**src/rtl/pet_needs_engine_pkg.sv**
```systemverilog
// Shared encodings, decay-field extraction and saturating level arithmetic for the pet needs engine.
// Level math runs in a 9-bit space, which leaves at least one guard bit for any LVL_W up to 8.
`ifndef PET_DECAY_FIELD
`define PET_DECAY_FIELD(vec, idx) vec[8*(idx) +: 8]
`endif

package pet_needs_engine_pkg;

    typedef enum logic [1:0] {
        NEED_OK    = 2'd0,
        NEED_CRIT  = 2'd1,
        NEED_EMPTY = 2'd2
    } needState_t;

    typedef enum logic {
        ALIVE = 1'b0,
        DEAD  = 1'b1
    } lifeState_t;

    localparam int ARITH_W = 9;

    // Simultaneous inc and dec cancel out; otherwise step once and clamp to [0, maxLvl].
    function automatic logic [ARITH_W-1:0] satStep(
        input logic [ARITH_W-1:0] lvl,
        input logic               inc,
        input logic               dec,
        input logic [ARITH_W-1:0] maxLvl
    );
        logic [ARITH_W-1:0] res;
        res = lvl;
        if (inc && !dec) begin
            res = (lvl >= maxLvl) ? maxLvl : lvl + 9'd1;
        end else if (dec && !inc) begin
            res = (lvl == '0) ? '0 : lvl - 9'd1;
        end
        return res;
    endfunction

endpackage

```
**src/rtl/need_channel.sv**
```systemverilog
// One need meter: care edge detect, decay timer, saturating level and OK/CRITICAL/EMPTY state.
// Events land on the edge that sees them (1-cycle latency); no backpressure, kill blanks and locks the meter.
module need_channel
    import pet_needs_engine_pkg::*;
#(
    parameter int LVL_W    = 3,
    parameter int LVL_MAX  = 5,
    parameter int CRIT_LVL = 2,
    parameter int DECAY    = 1
) (
    input  logic             clk,
    input  logic             rst,
    input  logic             tick,
    input  logic             care,
    input  logic             kill,
    output logic [LVL_W-1:0] lvl,
    output logic             empty,
    output logic             crit
);

    localparam int                  DCNT_W    = (DECAY > 1) ? $clog2(DECAY) : 1;
    localparam logic [DCNT_W-1:0]   DCNT_LAST = DCNT_W'(DECAY - 1);
    localparam logic [ARITH_W-1:0]  MAX_A     = ARITH_W'(LVL_MAX);

    logic              careQ;
    logic [DCNT_W-1:0] decayCnt;
    logic [LVL_W-1:0]  level;
    logic              careRise;
    logic              decayHit;
    needState_t        state;

    assign careRise = care && !careQ;
    assign decayHit = tick && (decayCnt == DCNT_LAST);

    always_ff @(posedge clk or negedge rst) begin
        if (!rst) begin
            careQ    <= 1'b0;
            decayCnt <= '0;
            level    <= LVL_W'(LVL_MAX);
        end else begin
            careQ <= care;
            if (kill) begin
                decayCnt <= '0;
                level    <= '0;
            end else begin
                if (tick) begin
                    decayCnt <= decayHit ? '0 : decayCnt + DCNT_W'(1);
                end
                level <= LVL_W'(satStep(ARITH_W'(level), careRise, decayHit, MAX_A));
            end
        end
    end

    always_comb begin
        state = NEED_OK;
        if (level == '0) begin
            state = NEED_EMPTY;
        end else if (level <= LVL_W'(CRIT_LVL)) begin
            state = NEED_CRIT;
        end
    end

    assign lvl   = kill ? '0 : level;
    assign empty = (state == NEED_EMPTY);
    assign crit  = kill || (state != NEED_OK);

endmodule

```
**src/rtl/pet_needs_engine.sv**
```systemverilog
// Pet needs engine: shared tick prescaler, NUM_NEEDS decaying need meters, health penalty and ALIVE/DEAD FSM.
// Level updates visible one cycle after the event; no backpressure, inputs are sampled every cycle.
module pet_needs_engine
    import pet_needs_engine_pkg::*;
#(
    parameter int                     NUM_NEEDS            = 4,
    parameter int                     LVL_W                = 3,
    parameter int                     LVL_MAX              = 5,
    parameter int                     CRIT_LVL             = 2,
    parameter int                     CLK_PER_TICK         = 50000000,
    parameter logic [8*NUM_NEEDS-1:0] DECAY_VEC            = {8'd23, 8'd25, 8'd31, 8'd30},
    parameter int                     HEALTH_PENALTY_TICKS = 10
) (
    input  logic                       clk,
    input  logic                       rst,
    input  logic                       pause,
    input  logic [NUM_NEEDS-1:0]       care,
    input  logic                       heal,
    output logic [NUM_NEEDS*LVL_W-1:0] need_lvl,
    output logic [LVL_W-1:0]           health_lvl,
    output logic [NUM_NEEDS-1:0]       crit,
    output logic                       dead,
    output logic                       tick
);

    localparam int                 PS_W    = (CLK_PER_TICK > 1) ? $clog2(CLK_PER_TICK) : 1;
    localparam logic [PS_W-1:0]    PS_LAST = PS_W'(CLK_PER_TICK - 1);
    localparam int                 ACC_W   = $clog2(HEALTH_PENALTY_TICKS + 2);
    localparam logic [ARITH_W-1:0] MAX_A   = ARITH_W'(LVL_MAX);

    lifeState_t           life;
    lifeState_t           lifeNext;
    logic [PS_W-1:0]      psCnt;
    logic                 runPs;
    logic [ACC_W-1:0]     accCnt;
    logic [ACC_W-1:0]     accInc;
    logic [ACC_W-1:0]     accSum;
    logic [LVL_W-1:0]     health;
    logic                 healQ;
    logic                 healRise;
    logic                 penalty;
    logic                 anyEmpty;
    logic                 anyCrit;
    logic                 kill;
    logic [NUM_NEEDS-1:0] emptyVec;

    assign kill  = (life == DEAD);
    // A dead pet still keeps time, so pause only matters while alive.
    assign runPs = !pause || kill;

    always_ff @(posedge clk or negedge rst) begin
        if (!rst) begin
            psCnt <= '0;
            tick  <= 1'b0;
        end else begin
            tick <= runPs && (psCnt == PS_LAST);
            if (runPs) begin
                psCnt <= (psCnt == PS_LAST) ? '0 : psCnt + PS_W'(1);
            end
        end
    end

    for (genvar g = 0; g < NUM_NEEDS; g++) begin : gNeed
        need_channel #(
            .LVL_W    (LVL_W),
            .LVL_MAX  (LVL_MAX),
            .CRIT_LVL (CRIT_LVL),
            .DECAY    (int'(`PET_DECAY_FIELD(DECAY_VEC, g)))
        ) uNeed (
            .clk   (clk),
            .rst   (rst),
            .tick  (tick),
            .care  (care[g]),
            .kill  (kill),
            .lvl   (need_lvl[g*LVL_W +: LVL_W]),
            .empty (emptyVec[g]),
            .crit  (crit[g])
        );
    end

    assign anyEmpty = |emptyVec;
    assign anyCrit  = |crit;
    assign accInc   = anyEmpty ? ACC_W'(2) : (anyCrit ? ACC_W'(1) : '0);
    assign accSum   = accCnt + accInc;
    assign penalty  = tick && anyCrit && (accSum >= ACC_W'(HEALTH_PENALTY_TICKS));
    assign healRise = heal && !healQ && !kill;

    always_ff @(posedge clk or negedge rst) begin
        if (!rst) begin
            accCnt <= '0;
            health <= LVL_W'(LVL_MAX);
            healQ  <= 1'b0;
        end else begin
            healQ <= heal;
            if (!kill) begin
                if (tick) begin
                    accCnt <= (penalty || !anyCrit) ? '0 : accSum;
                end
                health <= LVL_W'(satStep(ARITH_W'(health), healRise, penalty, MAX_A));
            end
        end
    end

    always_ff @(posedge clk or negedge rst) begin
        if (!rst) begin
            life <= ALIVE;
        end else begin
            life <= lifeNext;
        end
    end

    always_comb begin
        lifeNext = life;
        case (life)
            ALIVE: if (penalty && !healRise && (health == LVL_W'(1))) lifeNext = DEAD;
            DEAD:  lifeNext = DEAD;
            default: lifeNext = ALIVE;
        endcase
    end

    assign dead       = kill;
    assign health_lvl = kill ? '0 : health;

endmodule

```
**config.mk**
```make
export PLATFORM = sky130hd
export DESIGN_NAME = pet_needs_engine
export DESIGN_NICKNAME = d
export VERILOG_FILES = /design/src/rtl/pet_needs_engine_pkg.sv /design/src/rtl/need_channel.sv /design/src/rtl/pet_needs_engine.sv
export SDC_FILE = /design/constraint.sdc
export NUM_CORES = 1
export LEC_CHECK = 0
export CAP_MARGIN = 20
export CORE_MARGIN = 2
export CORE_UTILIZATION = 30
export CTS_BUF_LIST = sky130_fd_sc_hd__clkbuf_8
export CTS_CLUSTER_DIAMETER = 50
export DETAILED_ROUTE_END_ITERATION = 10
export GPL_TIMING_DRIVEN = 0
export PLACE_DENSITY = 0.47
export SETUP_SLACK_MARGIN = 0.3
export SYNTH_ARGS = -nofsm -noshare
export SYNTH_HDL_FRONTEND = slang
export SYNTH_HIERARCHICAL = 1
export SYNTH_SLANG_ARGS = --single-unit
```
**constraint.sdc**
```tcl
create_clock -name clk -period 3.7 [get_ports clk]
set_clock_uncertainty 0.15 [all_clocks]
set_input_delay 0.925 -clock clk [delete_from_list [all_inputs] [get_ports clk]]
set_output_delay 0.925 -clock clk [all_outputs]
set_load 0.05 [all_outputs]
```
Word-level counts from Yosys, hierarchy flattened
Cells that the tools add are included.
{"block": "totals", "ff_bits": 72, "out_inout_bits": 21}
{"block": "classes", "n_addsub": 16, "order_cmp": 10, "eq_ne": 10, "n_mux": 55, "bitwise": 1, "n_reduce_logical": 67}
{"cell": "3-bit 2-to-1 mux", "n": 29}
{"cell": "5-bit 2-to-1 mux", "n": 12}
{"cell": "26-bit by 1-bit adder with 26-bit output, second input constant", "n": 1}
{"cell": "26-bit == test, second input constant", "n": 1}
{"cell": "26-bit 2-to-1 mux", "n": 1}
{"cell": "1-bit logical AND", "n": 24}
{"cell": "5-bit by 1-bit adder with 5-bit output, second input constant", "n": 4}
{"cell": "5-bit == test, second input constant", "n": 4}
{"cell": "1-bit logical NOT", "n": 18}
{"cell": "3-bit by 1-bit adder with 3-bit output, second input constant", "n": 5}
{"cell": "3-bit greater-or-equal comparator, second input constant", "n": 5}
{"cell": "3-bit logical NOT", "n": 5}
{"cell": "3-bit by 1-bit subtractor with 3-bit output, second input constant", "n": 5}
{"cell": "3-bit by 2-bit less-or-equal comparator with 1-bit output, second input constant", "n": 4}
{"cell": "2-bit nonzero test", "n": 6}
{"cell": "3-bit nonzero test", "n": 4}
{"cell": "2-bit 2-to-1 mux", "n": 5}
{"cell": "2-bit == test, second input constant", "n": 4}
{"cell": "4-bit OR reduction", "n": 2}
{"cell": "1-bit logical OR", "n": 6}
{"cell": "1-bit 2-to-1 mux", "n": 6}
{"cell": "4-bit by 2-bit adder with 4-bit output", "n": 1}
{"cell": "4-bit greater-or-equal comparator, second input constant", "n": 1}
{"cell": "4-bit 2-to-1 mux", "n": 1}
{"cell": "4 further kinds", "n": 5}

Logic depth before layout (Yosys ltp)
{"block": "logic_depth", "ltp_word": 15, "ltp_mapped": 16, "mapped_depth_nobuf": 16}

Hierarchy
The synthesis kept the hierarchy.
{"module": "pet_needs_engine", "instances": 1, "cells_per_inst": 222, "area_each_um2": 2093.3, "seq_area_each_um2": 903.4}
{"module": "need_channel (gNeed[3].uNeed)", "instances": 1, "cells_per_inst": 75, "area_each_um2": 661.9, "seq_area_each_um2": 227.7}
{"module": "need_channel (gNeed[1].uNeed)", "instances": 1, "cells_per_inst": 73, "area_each_um2": 650.6, "seq_area_each_um2": 227.7}
{"module": "need_channel (gNeed[0].uNeed)", "instances": 1, "cells_per_inst": 71, "area_each_um2": 645.6, "seq_area_each_um2": 227.7}
{"module": "need_channel (gNeed[2].uNeed)", "instances": 1, "cells_per_inst": 71, "area_each_um2": 643.1, "seq_area_each_um2": 227.7}

Worst setup path before layout
OpenSTA, ideal clock, no wires.
{"block": "synth_path", "kind": "register -> register", "startpoint": "reg life, in the netlist dead", "endpoint": "reg health[0]", "setup_time_ps": 77, "arrival_ps": 4401, "required_time_ps": 3473, "slack_ps": -928, "path_stages_with_launch": 15, "path_cell_list": "dfrtp_1 -> clkbuf_1 -> nor2_1 -> a21oi_1 -> nor4_1 -> nor2_1 -> ha_1 -> inv_1 -> fa_1 -> nand2_1 -> nand3_1 -> ha_1 -> nor2_1 -> a21oi_1 -> a31oi_1"}
{"block": "synth_via", "elab_chain_len": 11, "elab_cells_between_ends": 21}
{"item": "start, declared", "line": "pet_needs_engine.sv:31", "source": "lifeState_t life;"}
{"item": "start signal, assigned", "line": "pet_needs_engine.sv:108", "source": "life <= lifeNext;"}
{"item": "1-bit logical OR (*)", "line": "need_channel.sv:65", "source": "assign crit = kill || (state != NEED_OK);"}
{"item": "net crit[3]", "line": "pet_needs_engine.sv:21", "source": "output logic [NUM_NEEDS-1:0] crit,"}
{"item": "4-bit OR reduction (*)", "line": "pet_needs_engine.sv:82", "source": "assign anyCrit = |crit;"}
{"item": "1-bit 2-to-1 mux", "line": "pet_needs_engine.sv:83", "source": "assign accInc = anyEmpty ? ACC_W'(2) : (anyCrit ? ACC_W'(1) : '0);"}
{"item": "2-bit 2-to-1 mux", "line": "pet_needs_engine.sv:83"}
{"item": "4-bit by 2-bit adder with 4-bit output", "line": "pet_needs_engine.sv:84", "source": "assign accSum = accCnt + accInc;"}
{"item": "4-bit greater-or-equal comparator", "line": "pet_needs_engine.sv:85", "source": "assign penalty = tick && anyCrit && (accSum >= ACC_W'(HEALTH_PENALTY_TICKS));"}
{"item": "1-bit logical AND (*)", "line": "pet_needs_engine.sv:85"}
{"item": "1-bit logical NOT", "line": "pet_needs_engine_pkg.sv:31", "source": "if (inc && !dec) begin"}
{"item": "1-bit logical AND", "line": "pet_needs_engine_pkg.sv:31"}
{"item": "2-bit nonzero test (no source line)"}
{"item": "2-bit AND reduction (no source line)"}
{"item": "end signal, assigned", "line": "pet_needs_engine.sv:91", "source": "health <= LVL_W'(LVL_MAX);"}
{"item": "end signal, assigned", "line": "pet_needs_engine.sv:99", "source": "health <= LVL_W'(satStep(ARITH_W'(health), healRise, penalty, MAX_A));"}
{"item": "end, declared", "line": "pet_needs_engine.sv:38", "source": "logic [LVL_W-1:0] health;"}
Mark *: on every way through the listed nets, which the timed path passes. The rest lies on a longest branch.
A chain may end at the register's enable or synchronous reset.

Worst setup path in the final report
{"block": "layout_path", "startpoint": "reg gNeed[0].uNeed.level[0]", "endpoint": "reg health[0]"}
{"block": "layout_via", "elab_cells_between_ends": 21}
{"item": "start, declared", "line": "need_channel.sv:27", "source": "logic [LVL_W-1:0] level;"}
{"item": "start signal, assigned", "line": "need_channel.sv:39", "source": "level <= LVL_W'(LVL_MAX);"}
{"item": "start signal, assigned", "line": "need_channel.sv:49", "source": "level <= LVL_W'(satStep(ARITH_W'(level), careRise, decayHit, MAX_A));"}
{"item": "3-bit by 2-bit less-or-equal comparator with 1-bit output", "line": "need_channel.sv:58", "source": "end else if (level <= LVL_W'(CRIT_LVL)) begin"}
{"item": "1-bit 2-to-1 mux", "line": "need_channel.sv:58"}
{"item": "2-bit 2-to-1 mux (*)", "line": "need_channel.sv:56", "source": "if (level == '0) begin"}
{"item": "2-bit == test (*)", "line": "need_channel.sv:64", "source": "assign empty = (state == NEED_EMPTY);"}
{"item": "net emptyVec[0]", "line": "pet_needs_engine.sv:45", "source": "logic [NUM_NEEDS-1:0] emptyVec;"}
{"item": "4-bit OR reduction (*)", "line": "pet_needs_engine.sv:81", "source": "assign anyEmpty = |emptyVec;"}
{"item": "2-bit 2-to-1 mux (*)", "line": "pet_needs_engine.sv:83"}
{"item": "4-bit by 2-bit adder with 4-bit output (*)", "line": "pet_needs_engine.sv:84"}
{"item": "4-bit greater-or-equal comparator (*)", "line": "pet_needs_engine.sv:85"}
{"item": "1-bit logical AND (*)", "line": "pet_needs_engine.sv:85"}
{"item": "1-bit logical NOT", "line": "pet_needs_engine_pkg.sv:31"}
{"item": "1-bit logical AND", "line": "pet_needs_engine_pkg.sv:31"}
{"item": "2-bit nonzero test (no source line)"}
{"item": "2-bit AND reduction (no source line)"}
Marked as above.

==> run metrics <==
status complete, no violations; Most used DFF post-synth dfrtp_1; Yosys top cell area share 0.330; GR Layer Usage met2 0.228; CP Capture Type flop; Worst-Skew Late Latency 0.36 ns; Critical Path AT between 3 and 4 ns; Starting Density 0.308; Unique masters post-synth 68; Clock Power Share 0.197; Tmin final ~3.4 ns; Final Cycle Share 0.909; commonest non-fill, non-tap cells in the layout 60 x dfrtp_1, 44 x nor2_1, 41 x nand2_1; #FFs+latches synth 72; via count a little under 4,000; Post-Synthesis Cells 512; CTS Buf Count 9; die area 16,700 µm²; NumNets Final about 620; gp weighted congestion 0.806; Avg WL per Cell 13.9 µm; initial antenna violation count 0; CTS clk-pin slew, worst paths 0.08 ns; Sink Count 72; core area 15,300 µm²; CTS H-tree depth 3; FF/Latch Area 1820 µm²; Post-synth EDFFs 0; Longest Clk Path Bufs 2; ANT nets after route 0; Root Buffer clkbuf_8; Final Max Tran Viols 0; CP Max Fanout 6; most common cell after layout, fill and taps aside dfrtp_1; residual DRC count 0; die width 129 µm; Via density 4.97; critical path type reg2reg; Data required, critical path ~3.8 ns; post-layout util 0.387; internal power 2070 µW; MaxCap Viol Count 0; I/O pin count 29; most used routing layer met2; I/O Buffers 28; area of the multi-input gates about 3000 µm²; Hold WS roughly 0.3 ns; combinational share of power 0.499; VDD IR max ~310 µV; power density cells 607 nW/µm²; FILL cells between 1,500 and 2,000; # setup viols final 0; hpwl dp approximately 7600 µm; Area Growth Syn to Fin 25.8%; design area 5910 µm²; ys async rst share 1.00; pin count of the biggest net entering global routing 53; Switching Fraction 0.423; DR pass1 iterations 4; Psw 1520 µW; Net Count, Synth 559; Hold WC Path Type in2async; setup ws final 0.335 ns; Area contributors post-synth dfrtp_1 33%, ha_1 10%, dfstp_2 5.6%; Cell Count, Final, Fillers Out 790; total wire length between 10,000 and 15,000 µm; Worst Tran Pin Value a little under 0.8 ns; Worst setup SP type flop; share of post-route cells with drive strength above 1 0.207; CTS Hold Buffers Added 0; synthesized area 4690 µm²; vias in the first global route 3,869; M3 GR Usage 0.0392; cell row count 45; Die Ht 129 µm; FMAX slightly below 300 MHz; Yosys top cell by area dfrtp_1; Ys Warns 6; sequential area share after synthesis 0.386; final hold vios 0; RSZ-0062 raised after global routing yes; total global-route track usage 0.141; Max-slew headroom 0.475; GR Overflow Total 0; LEAKAGE about 0.0025 µW; global-route wire length before repair 18,900 µm; post-placement cell area roughly 5400 µm²; First DRT Iteration DRCs about 180; Antenna Cells 0; DP Worst Slack 0.0294 ns; Placed Instances roughly 750; CTS tree yes; sequential share of power 0.303; GR Util met1 0.187; Avg Cell Area, Syn 9.17 µm²
## layer usage
metal	vias up	routed length (µm)	share of wire
met3	10	472	0.043
met4	0	110	0.010
met2	70	4960	0.45
met5	-	0	0
met1	1885	5450	0.50
li1	1959	-	-
## path summary, 6_finish.rpt
check	cells past startpoint	slack [ns]	to	from
min in group clk	1	0.36	psCnt[18]$_DFFE_PN0P_	psCnt[18]$_DFFE_PN0P_
max in group asynchronous	2	2.48	gNeed[3].uNeed/level[0]$_DFFE_PN1P_	rst
min reg2reg	1	0.36	psCnt[18]$_DFFE_PN0P_	psCnt[18]$_DFFE_PN0P_
max	15	0.33	health[0]$_DFFE_PN1P_	gNeed[0].uNeed/level[0]$_DFFE_PN1P_
max reg2reg	15	0.33	health[0]$_DFFE_PN1P_	gNeed[0].uNeed/level[0]$_DFFE_PN1P_
min	1	0.30	gNeed[2].uNeed/careQ$_DFF_PN0_	rst
## area by class of cell
class | count | share of cell area
clock inverter | 7 | 0.0165
inverter | 25 | 0.0167
sequential | 72 | 0.308
clock buffer | 9 | 0.0210
tap | 211 | 0.0447
buffer | 11 | 0.0144
multi-input combinational | 404 | 0.499
timing repair buffer | 51 | 0.0794
## flip-flops by register name, summed over array words and instances, names as in the netlist
name / count
psCnt: 26
healQ: 1
dead: 1
health: 3
gNeed.uNeed/decayCnt: 20
gNeed.uNeed/careQ: 4
tick: 1
accCnt: 4
gNeed.uNeed/level: 12
## through the flow
step           TNS (ns)  power, µW
3_3_place_gp     -80.40       2630
6_report              0       3590
3_5_place_dp          0       2650
2_1_floorplan         0       2210
5_1_grt               0       3840
4_1_cts               0       3580
## Yosys cell counts, types with 5 or more instances
library cell,number
nand3_1,35
mux2_2,5
nor2b_1,11
nand4_1,11
nor2_1,52
nand3b_1,8
ha_1,38
dfstp_2,10
a31oi_1,8
nand2b_1,13
xor2_1,17
nand2_1,42
and3_1,7
dfrtp_1,62
a21oi_1,26
clkbuf_1,6
a211oi_1,5
o21ai_0,20
o211ai_1,5
nor4_1,7
nand3_2,5
xnor2_1,6
inv_1,25
nor3_1,13
## kinds of logic after synthesis
family	count (synthesis)	synth area share
xor gates and xnor gates	23	0.0429
DFF	72	0.386
adders and majority gates	39	0.106
muxes	9	0.0208
buffers and inverters	36	0.0341
and+or+nand+nor	236	0.276
AOI/OAI and AO/OA	97	0.134
## power by group through the flow
stage / sequential, µW / clock (µW) / combinational, µW
finish: 1090 / 708 / 1790
global route: 1110 / 776 / 1950
CTS: 1080 / 743 / 1750
detailed placement: 1110 / 0 / 1540
floorplan: 1060 / 0 / 1150
global placement: 1110 / 0 / 1520
## what timing repair did
item | CTS | global route
setup buffers | 17 | 5
pin swaps | 9 | 6
endpoints found under the setup margin | 8 | 5
resized for setup | 25 | 5
## critical path: stages, from the launching register on
cell and delay, ns:
dfstp_2 0.57, inv_4 0.05, ha_4 0.16, nor2b_4 0.12, or4_4 0.55, nor2_2 0.10, ha_2 0.18, inv_2 0.04
fa_2 0.35, xor2_1 0.16, nand2_2 0.11, nand3_2 0.10, ha_4 0.27, nor2_4 0.16, a21oi_2 0.07, a31oi_1 0.14
No activity file was read; power rests on OpenSTA's default activity.
